==> src/rtl/gerenciador_de_ataque_n.sv <==
// Attack manager for the naval-battle game: validates shots against the hidden
// ship map, accumulates hits on the LED matrix, tracks lives and declares the
// end of the game (victory or defeat).
module gerenciador_de_ataque_n #(
  parameter int COLS  = 5,
  parameter int ROWS  = 7,
  parameter int VIDAS = 3,
  parameter int VW    = $clog2(VIDAS + 1)
) (
  input  logic                 clock,
  input  logic                 reset,
  input  logic                 enable,
  input  logic                 confirmar,
  input  logic [2:0]           coordColuna,
  input  logic [2:0]           coordLinha,
  input  logic [COLS*ROWS-1:0] mapa,
  output logic [COLS*ROWS-1:0] matriz,
  output logic                 LED_R,
  output logic                 LED_G,
  output logic                 LED_B,
  output logic [VW-1:0]        vida,
  output logic                 vitoria,
  output logic                 derrota,
  output logic                 ocupado
);

  localparam int N  = COLS * ROWS;
  localparam int AW = $clog2(N + 1);

  typedef enum logic [1:0] {
    OCIOSO   = 2'd0,
    AVALIA   = 2'd1,
    VERIFICA = 2'd2,
    FIM      = 2'd3
  } estado_t;

  // Number of ship cells in the map; victory when the hit counter reaches it.
  function automatic logic [AW-1:0] popcount(input logic [N-1:0] v);
    logic [AW-1:0] c;
    c = '0;
    for (int i = 0; i < N; i++) begin
      c = c + AW'(v[i]);
    end
    return c;
  endfunction

  // One-hot mask of a cell; all-zero when the coordinate falls outside the matrix.
  function automatic logic [N-1:0] cell_mask(input logic [2:0] c, input logic [2:0] r);
    logic [N-1:0] m;
    if ((int'(c) < COLS) && (int'(r) < ROWS)) begin
      m = N'(1'b1) << (int'(c) * ROWS + int'(r));
    end else begin
      m = '0;
    end
    return m;
  endfunction

  estado_t       state_q, state_d;
  logic [N-1:0]  matriz_q, matriz_d;
  logic [N-1:0]  tiros_q, tiros_d;
  logic [AW-1:0] acertos_q, acertos_d;
  logic [2:0]    col_q, col_d;
  logic [2:0]    lin_q, lin_d;
  logic          conf_ant_q, conf_ant_d;
  logic [VW-1:0] vida_q, vida_d;
  logic          led_r_q, led_r_d;
  logic          led_g_q, led_g_d;
  logic          led_b_q, led_b_d;
  logic          vitoria_q, vitoria_d;
  logic          derrota_q, derrota_d;
  logic          ocupado_q, ocupado_d;

  logic [N-1:0]  mask_s;
  logic          evento_s;

  assign mask_s   = cell_mask(col_q, lin_q);
  assign evento_s = confirmar & ~conf_ant_q;

  // Next-state and next-output logic of the shot FSM; everything holds by default.
  always_comb begin
    state_d    = state_q;
    matriz_d   = matriz_q;
    tiros_d    = tiros_q;
    acertos_d  = acertos_q;
    col_d      = col_q;
    lin_d      = lin_q;
    conf_ant_d = confirmar;
    vida_d     = vida_q;
    led_r_d    = led_r_q;
    led_g_d    = led_g_q;
    led_b_d    = led_b_q;
    vitoria_d  = vitoria_q;
    derrota_d  = derrota_q;

    case (state_q)
      OCIOSO: begin
        if (evento_s) begin
          col_d   = coordColuna;
          lin_d   = coordLinha;
          state_d = AVALIA;
        end else begin
          state_d = OCIOSO;
        end
      end
      AVALIA: begin
        // An out-of-range cell yields an empty mask, so it lands in the invalid case.
        if ((mask_s == '0) || ((mask_s & tiros_q) != '0)) begin
          led_r_d = 1'b0;
          led_g_d = 1'b0;
          led_b_d = 1'b1;
        end else if ((mask_s & mapa) != '0) begin
          tiros_d   = tiros_q | mask_s;
          matriz_d  = matriz_q | mask_s;
          acertos_d = acertos_q + AW'(1'b1);
          led_r_d   = 1'b0;
          led_g_d   = 1'b1;
          led_b_d   = 1'b0;
        end else begin
          tiros_d = tiros_q | mask_s;
          vida_d  = vida_q - VW'(1'b1);
          led_r_d = 1'b1;
          led_g_d = 1'b0;
          led_b_d = 1'b0;
        end
        state_d = VERIFICA;
      end
      VERIFICA: begin
        if (vida_q == '0) begin
          derrota_d = 1'b1;
          state_d   = FIM;
        end else if ((mapa != '0) && (acertos_q == popcount(mapa))) begin
          vitoria_d = 1'b1;
          state_d   = FIM;
        end else begin
          state_d = OCIOSO;
        end
      end
      FIM: begin
        state_d = FIM;
      end
      default: begin
        state_d = OCIOSO;
      end
    endcase

    ocupado_d = (state_d == AVALIA) || (state_d == VERIFICA);
  end

  // State and output registers; reset or a disabled game clears everything at the edge.
  always_ff @(posedge clock) begin
    if (reset || !enable) begin
      state_q    <= OCIOSO;
      matriz_q   <= '0;
      tiros_q    <= '0;
      acertos_q  <= '0;
      col_q      <= 3'd0;
      lin_q      <= 3'd0;
      conf_ant_q <= 1'b0;
      vida_q     <= VW'(VIDAS);
      led_r_q    <= 1'b0;
      led_g_q    <= 1'b0;
      led_b_q    <= 1'b0;
      vitoria_q  <= 1'b0;
      derrota_q  <= 1'b0;
      ocupado_q  <= 1'b0;
    end else begin
      state_q    <= state_d;
      matriz_q   <= matriz_d;
      tiros_q    <= tiros_d;
      acertos_q  <= acertos_d;
      col_q      <= col_d;
      lin_q      <= lin_d;
      conf_ant_q <= conf_ant_d;
      vida_q     <= vida_d;
      led_r_q    <= led_r_d;
      led_g_q    <= led_g_d;
      led_b_q    <= led_b_d;
      vitoria_q  <= vitoria_d;
      derrota_q  <= derrota_d;
      ocupado_q  <= ocupado_d;
    end
  end

  assign matriz  = matriz_q;
  assign LED_R   = led_r_q;
  assign LED_G   = led_g_q;
  assign LED_B   = led_b_q;
  assign vida    = vida_q;
  assign vitoria = vitoria_q;
  assign derrota = derrota_q;
  assign ocupado = ocupado_q;

endmodule

==> config.mk <==
export PLATFORM = sky130hd
export DESIGN_NAME = gerenciador_de_ataque_n
export DESIGN_NICKNAME = d
export VERILOG_FILES = /design/src/rtl/gerenciador_de_ataque_n.sv
export SDC_FILE = /design/constraint.sdc
export NUM_CORES = 1
export LEC_CHECK = 0
export CORE_AREA = 2 2 113 115
export CTS_CLUSTER_SIZE = 14
export DETAILED_ROUTE_END_ITERATION = 8
export DIE_AREA = 0 0 115 117
export GPL_ROUTABILITY_DRIVEN = 0
export PLACE_DENSITY = 0.76
export SYNTH_ARGS = -nofsm -noshare
export SYNTH_HDL_FRONTEND = slang
export SYNTH_SLANG_ARGS = --single-unit
==> constraint.sdc <==
create_clock -name clock -period 6.4 [get_ports clock]
set_clock_uncertainty 0.05 [all_clocks]
set_input_delay 1.28 -clock clock [delete_from_list [all_inputs] [get_ports clock]]
set_output_delay 1.28 -clock clock [all_outputs]
set_load 0.01 [all_outputs]
# Word level (Yosys, flattened, before mapping)
# Cells that the tools add are included.
[word_totals]
reg_bits = 93
in_bits = 45
out_inout_bits = 43
[op_classes]
shifts = 1
n_eq_ne = 6
reduce_logical = 18
add_sub_neg = 37
bitwise_logic = 9
mux = 10
multipliers = 1
n_lt_le_gt_ge = 2
[op_table]
columns = ["operator", "count"]
rows = [
  ["6-bit by 1-bit adder with 6-bit output", 29],
  ["35-bit nonzero test", 3],
  ["35-bit AND", 2],
  ["35-bit OR", 2],
  ["35-bit zero test", 1],
  ["35-bit two-way mux", 1],
  ["1-bit by 7-bit left shift with 35-bit output, first input constant", 1],
  ["3-bit AND reduction", 3],
  ["2-bit case mux with 4 select lines", 1],
  ["6-bit by 3-bit adder with 7-bit output", 1],
  ["5-bit by 1-bit adder with 6-bit output", 1],
  ["6-bit by 1-bit adder with 6-bit output, second input constant", 1],
  ["2-bit == test, second input constant", 3],
  ["6-bit == test", 1],
  ["3-bit < comparator, second input constant", 2],
  ["3-bit by 3-bit multiplier with 6-bit output, second input constant", 1],
  ["1-bit two-way mux", 6],
  ["2-bit AND reduction", 3],
  ["4-bit by 1-bit adder with 5-bit output", 1],
  ["3-bit by 1-bit adder with 4-bit output", 1],
  ["2-bit by 1-bit == test with 1-bit output, second input constant", 2],
  ["2-bit zero test", 2],
  ["2-bit two-way mux", 2],
  ["1-bit NOT", 4],
  ["other kinds (7)", 10],
]

# Logic depth before layout (Yosys ltp)
[logic_depth]
word_depth = 41
ltp_mapped = 22
depth_no_buf = 22

# Worst setup path before layout
# OpenSTA, ideal clock, no wires.
[synth_path]
kind = "input -> register"
start = "input mapa[23]"
end = "register state_q[0]"
arrival_time_ps = 6177
path_slack_ps = 102
n_path_buf = 0
cell_stages = 21
cell_sequence = "inv_1 > fa_1 > inv_1 > fa_1 > inv_1 > fa_1 > inv_1 > fa_1 > fa_1 > inv_1 > fa_1 > fa_1 > nor2b_1 > o21ai_0 > a21boi_0 > nor3_1 > nor3_1 > o21ai_0 > a211oi_1 > o31ai_1 > a21oi_1"
[synth_between]
elab_chain_cells = 17
[synth_lines]
columns = ["element", "line", "source"]
rows = [
  ["start: declaration", "16", "input logic [COLS*ROWS-1:0] mapa,"],
  ["6-bit by 1-bit adder with 6-bit output (12 in series)", "42", "c = c + AW'(v[i]);"],
  ["6-bit == test", "131", "end else if ((mapa != '0) && (acertos_q == popcount(mapa))) begin"],
  ["1-bit logical AND (*)", "131", ""],
  ["2-bit two-way mux (*)", "131", ""],
  ["2-bit two-way mux (*)", "128", "if (vida_q == '0) begin"],
  ["2-bit case mux with 4 select lines (*)", "95", "case (state_q)"],
  ["end signal: assignment", "167", "state_q <= state_d;"],
  ["end: declaration", "58", "estado_t state_q, state_d;"],
]
# Every way passes the cells marked *; elsewhere a longest branch is shown, timed or not.
# A chain may end at the register's enable or synchronous reset.

# Worst setup path after layout
[layout_path]
start = "input mapa[11]"
end = "register state_q[1]"
[layout_between]
elab_chain_cells = 29
[layout_lines]
columns = ["element", "line"]
rows = [
  ["6-bit by 1-bit adder with 6-bit output (24 in series)", "42"],
  ["6-bit == test", "131"],
  ["1-bit logical AND (*)", "131"],
  ["2-bit two-way mux (*)", "131"],
  ["2-bit two-way mux (*)", "128"],
  ["2-bit case mux with 4 select lines (*)", "95"],
]
# Marks and branches as above.

==> impl_metrics.py <==
metrics = {
    "outcome": {
        "outcome": "finished, final reports clean",
    },
    "floorplanning": {
        "coreArea_sq_um": 12300,
        "start_util_pct": 48.5,
        "dieArea_sq_um": 13500,
        "die_y_um": 117,
        "ioPinCount": 88,
        "rows": 41,
        "die_w_um": 115,
    },
    "synth": {
        "syn_nets": 794,
        "synth_ff_type": "dfxtp_1",
        "syn-instance-count": 699,
        "synth.distinct_cells": 77,
        "yosys_warnings": 0,
        "synth_seq_area_share_pct": 31.2,
        "postSynthAreaPerCell_sq_um": 8.54,
        "netlist_area_sq_um": 5970,
        "synth-async-reset-ratio_pct": 0,
        "ys_ff_latch": 93,
        "synth_edf_count": 0,
    },
    "placed_design": {
        "pre_cts_ws_ns": -0.646,
        "io_buffers": 87,
        "hpwlAfterDp_mm": 13.0,
    },
    "drt": {
        "post-route-drc-count": 0,
        "wl_per_cell_um": 18.8,
        "wirelength_mm": 17.6,
        "routed_via_density": 6.16,
        "vias": 5781,
        "drtIter0Drc": 702,
        "first_pass_iters": 6,
        "ant_nets": 0,
    },
    "grt": {
        "grt_max_degree": 67,
        "antenna_found_initial": 0,
        "global_route.usage.total_pct": 26.4,
        "overflow": 0,
        "grt_pass1_vias": 5621,
        "grt_pass1_wl_mm": 28.1,
    },
    "pwr": {
        "p_leak_uw": 0.00290,
        "vdd_ir_drop_max_v": 0.000205,
        "p_per_area_nw_per_um2": 307,
    },
    "layout": {
        "syn_to_final_growth_pct": 23.1,
        "drive_gt1_share_pct": 12.4,
        "antenna_cells": 0,
        "nNetsFinal": 878,
    },
    "sta": {
        "setup_ws_ns": 0.214,
        "max_freq_ghz": 0.162,
        "hold_viol": 0,
        "tns_ns": 0,
        "setup_viol": 0,
        "final.period_utilization_pct": 96.7,
        "slew-limit-headroom_pct": 44.0,
        "slew_viol_final": 0,
        "fin_crit_ns": 6.19,
        "tightest_slew_ns": 0.833,
    },
    "clock_network": {
        "numCtsBuffers": 9,
        "cts-root-buf": "clkbuf_16",
        "clkSinkCount": 93,
        "tritoncts": "done",
        "postCtsHoldBufs": 0,
        "clk_latency_ns": 0.35,
        "clock_path_buffers": 2,
        "cts_setup_buffers": 0,
        "cts_max_level": 3,
        "path_clk_slew_ns": 0.07,
    },
    "worst_setup_path": {
        "arrival_ns": 6.40,
        "startpoint_type": "primary input",
        "cp_data_required_time_ns": 6.61,
        "setup.worst_path.class": "in2reg",
        "crit_fanout": 4,
        "rr_startpoint": "col_q[1]",
        "startpoint": "mapa[11]",
        "critPathCaptureType": "flop",
    },
    "run": {
        "drv_cap": 0,
    },
    "worst_hold_path": {
        "hold_class": "reg2reg",
        "min_from": "tiros_q[3]",
    },
}
[cell type report]
class                      count  area, sq um
fill                        1074         4960
multi-input combinational    492         3640
sequential                    93         1860
timing repair buffer         116         1090
inverter                      71          267
clock buffer                   9          225
tap                          150          188
clock inverter                 7         80.1
[final timing paths]
kind | endpoint | slack (ns) | cells past startpoint
setup / recovery | state_q[1] | 0.21 | 22
hold / removal | tiros_q[3] | 0.41 | 2
setup reg to reg | matriz[3] | 0.93 | 13
hold reg to reg | tiros_q[3] | 0.41 | 2
[Yosys cell counts (all sizes together), types with 3 or more instances]
| cell | instances | area, sq um |
|---|---|---|
| nand2 | 69 | 262 |
| a21boi | 3 | 26.3 |
| nor4 | 14 | 109 |
| a21oi | 33 | 199 |
| dfxtp | 93 | 1860 |
| nor3 | 18 | 90.1 |
| nor2b | 7 | 43.8 |
| xnor2 | 8 | 77.6 |
| and3 | 4 | 30.0 |
| buf | 21 | 150 |
| o211ai | 6 | 50.1 |
| ha | 20 | 250 |
| nor3b | 3 | 22.5 |
| o21a | 5 | 37.5 |
| nand4 | 6 | 37.5 |
| or4 | 4 | 33.8 |
| a31oi | 33 | 206 |
| a211oi | 4 | 47.5 |
| o2111ai | 3 | 26.3 |
| nand2b | 7 | 43.8 |
| xor2 | 3 | 33.8 |
| and2 | 3 | 18.8 |
| nor2 | 77 | 297 |
| inv | 70 | 263 |
| nand3b | 4 | 30.0 |
| fa | 30 | 601 |
| o21ai | 17 | 96.4 |
| mux2 | 5 | 56.3 |
| a22oi | 5 | 37.5 |
| o41ai | 30 | 293 |
| clkbuf | 22 | 83.8 |
| nand3 | 21 | 110 |
| o2bb2ai | 3 | 26.3 |
| a21o | 3 | 22.5 |
| or3 | 5 | 31.3 |
| mux2i | 13 | 130 |
[logic make-up after synthesis]
logic type,Yosys count,share of synthesized area [%]
xor+xnor,11,1.87
flops,93,31.2
simple gates,248,20.3
compound gates,165,20.9
mux,18,3.12
fa+ha+maj,50,14.3
buf+inv,114,8.39
[placed cells by master, fill, tap and decap left out, types with 26 or more instances in the layout]
cell type	instances
a31oi_1	33
nor2_1	74
clkdlybuf4s50_1	72
buf_4	29
fa_1	26
o41ai_1	26
inv_1	63
nand2_1	68
a21oi_1	28
dfxtp_1	93
[flip-flops by register name, summed over array words and instances, names as in the netlist]
name and count:
LED_G 1, acertos_q 6, col_q 3, derrota 1, vitoria 1, tiros_q 35
vida 2, state_q 2, LED_B 1, conf_ant_q 1, LED_R 1, lin_q 3
ocupado 1, matriz 35
[where the power goes]
part           total (uW)  internal, uW  switching, uW
combinational        1110           553            561
clock                 557           310            247
sequential            586           582           4.03
total                2260          1440            812
[routing by layer]
metal / wire length [um] / vias up / GRT usage (%) / part of all wire [%]
li1: - / 2635 / - / -
met1: 7010 / 2762 / 33.8 / 40
met2: 8650 / 314 / 43.9 / 49
met3: 1320 / 70 / 5.77 / 7.5
met4: 645 / 0 / 10.4 / 3.7
met5: 0 / - / 0 / 0
[through the flow]
step                util (%)  power [uW]  cell area (sq um)  std cells  hold slack [ns]
CTS                     59.5        2200               7320        938            0.414
detailed placement      57.0        1620               7020        922            0.397
global route            59.7        2430               7350        938            0.433
global placement        57.0        1580               7020        922            0.389
floorplan                  -        1310               5970        699            0.376
finish                  59.7        2260               7350        938            0.410
[critical path, stage by stage]
cell and delay (ns):
dlymetal6s2s_1 0.17, fa_1 0.57, inv_1 0.06, fa_1 0.47, inv_1 0.05, fa_1 0.53, fa_2 0.45, fa_1 0.51
inv_2 0.04, fa_1 0.48, fa_2 0.41, nor2b_4 0.14, o21ai_2 0.07, a21boi_1 0.12, buf_4 0.14, nor3_1 0.04
nor3_1 0.19, o21ai_1 0.09, a211oi_2 0.22, buf_4 0.15, nor3_1 0.04, nor3_1 0.16
[timing repair]
action / CTS / global route
pin swaps: 13 / 14
hold endpoints to repair: 0 / 0
setup endpoints to repair: 3 / 3
resized for setup: 20 / 23
Note: power is estimated with default switching activity, not from simulation.
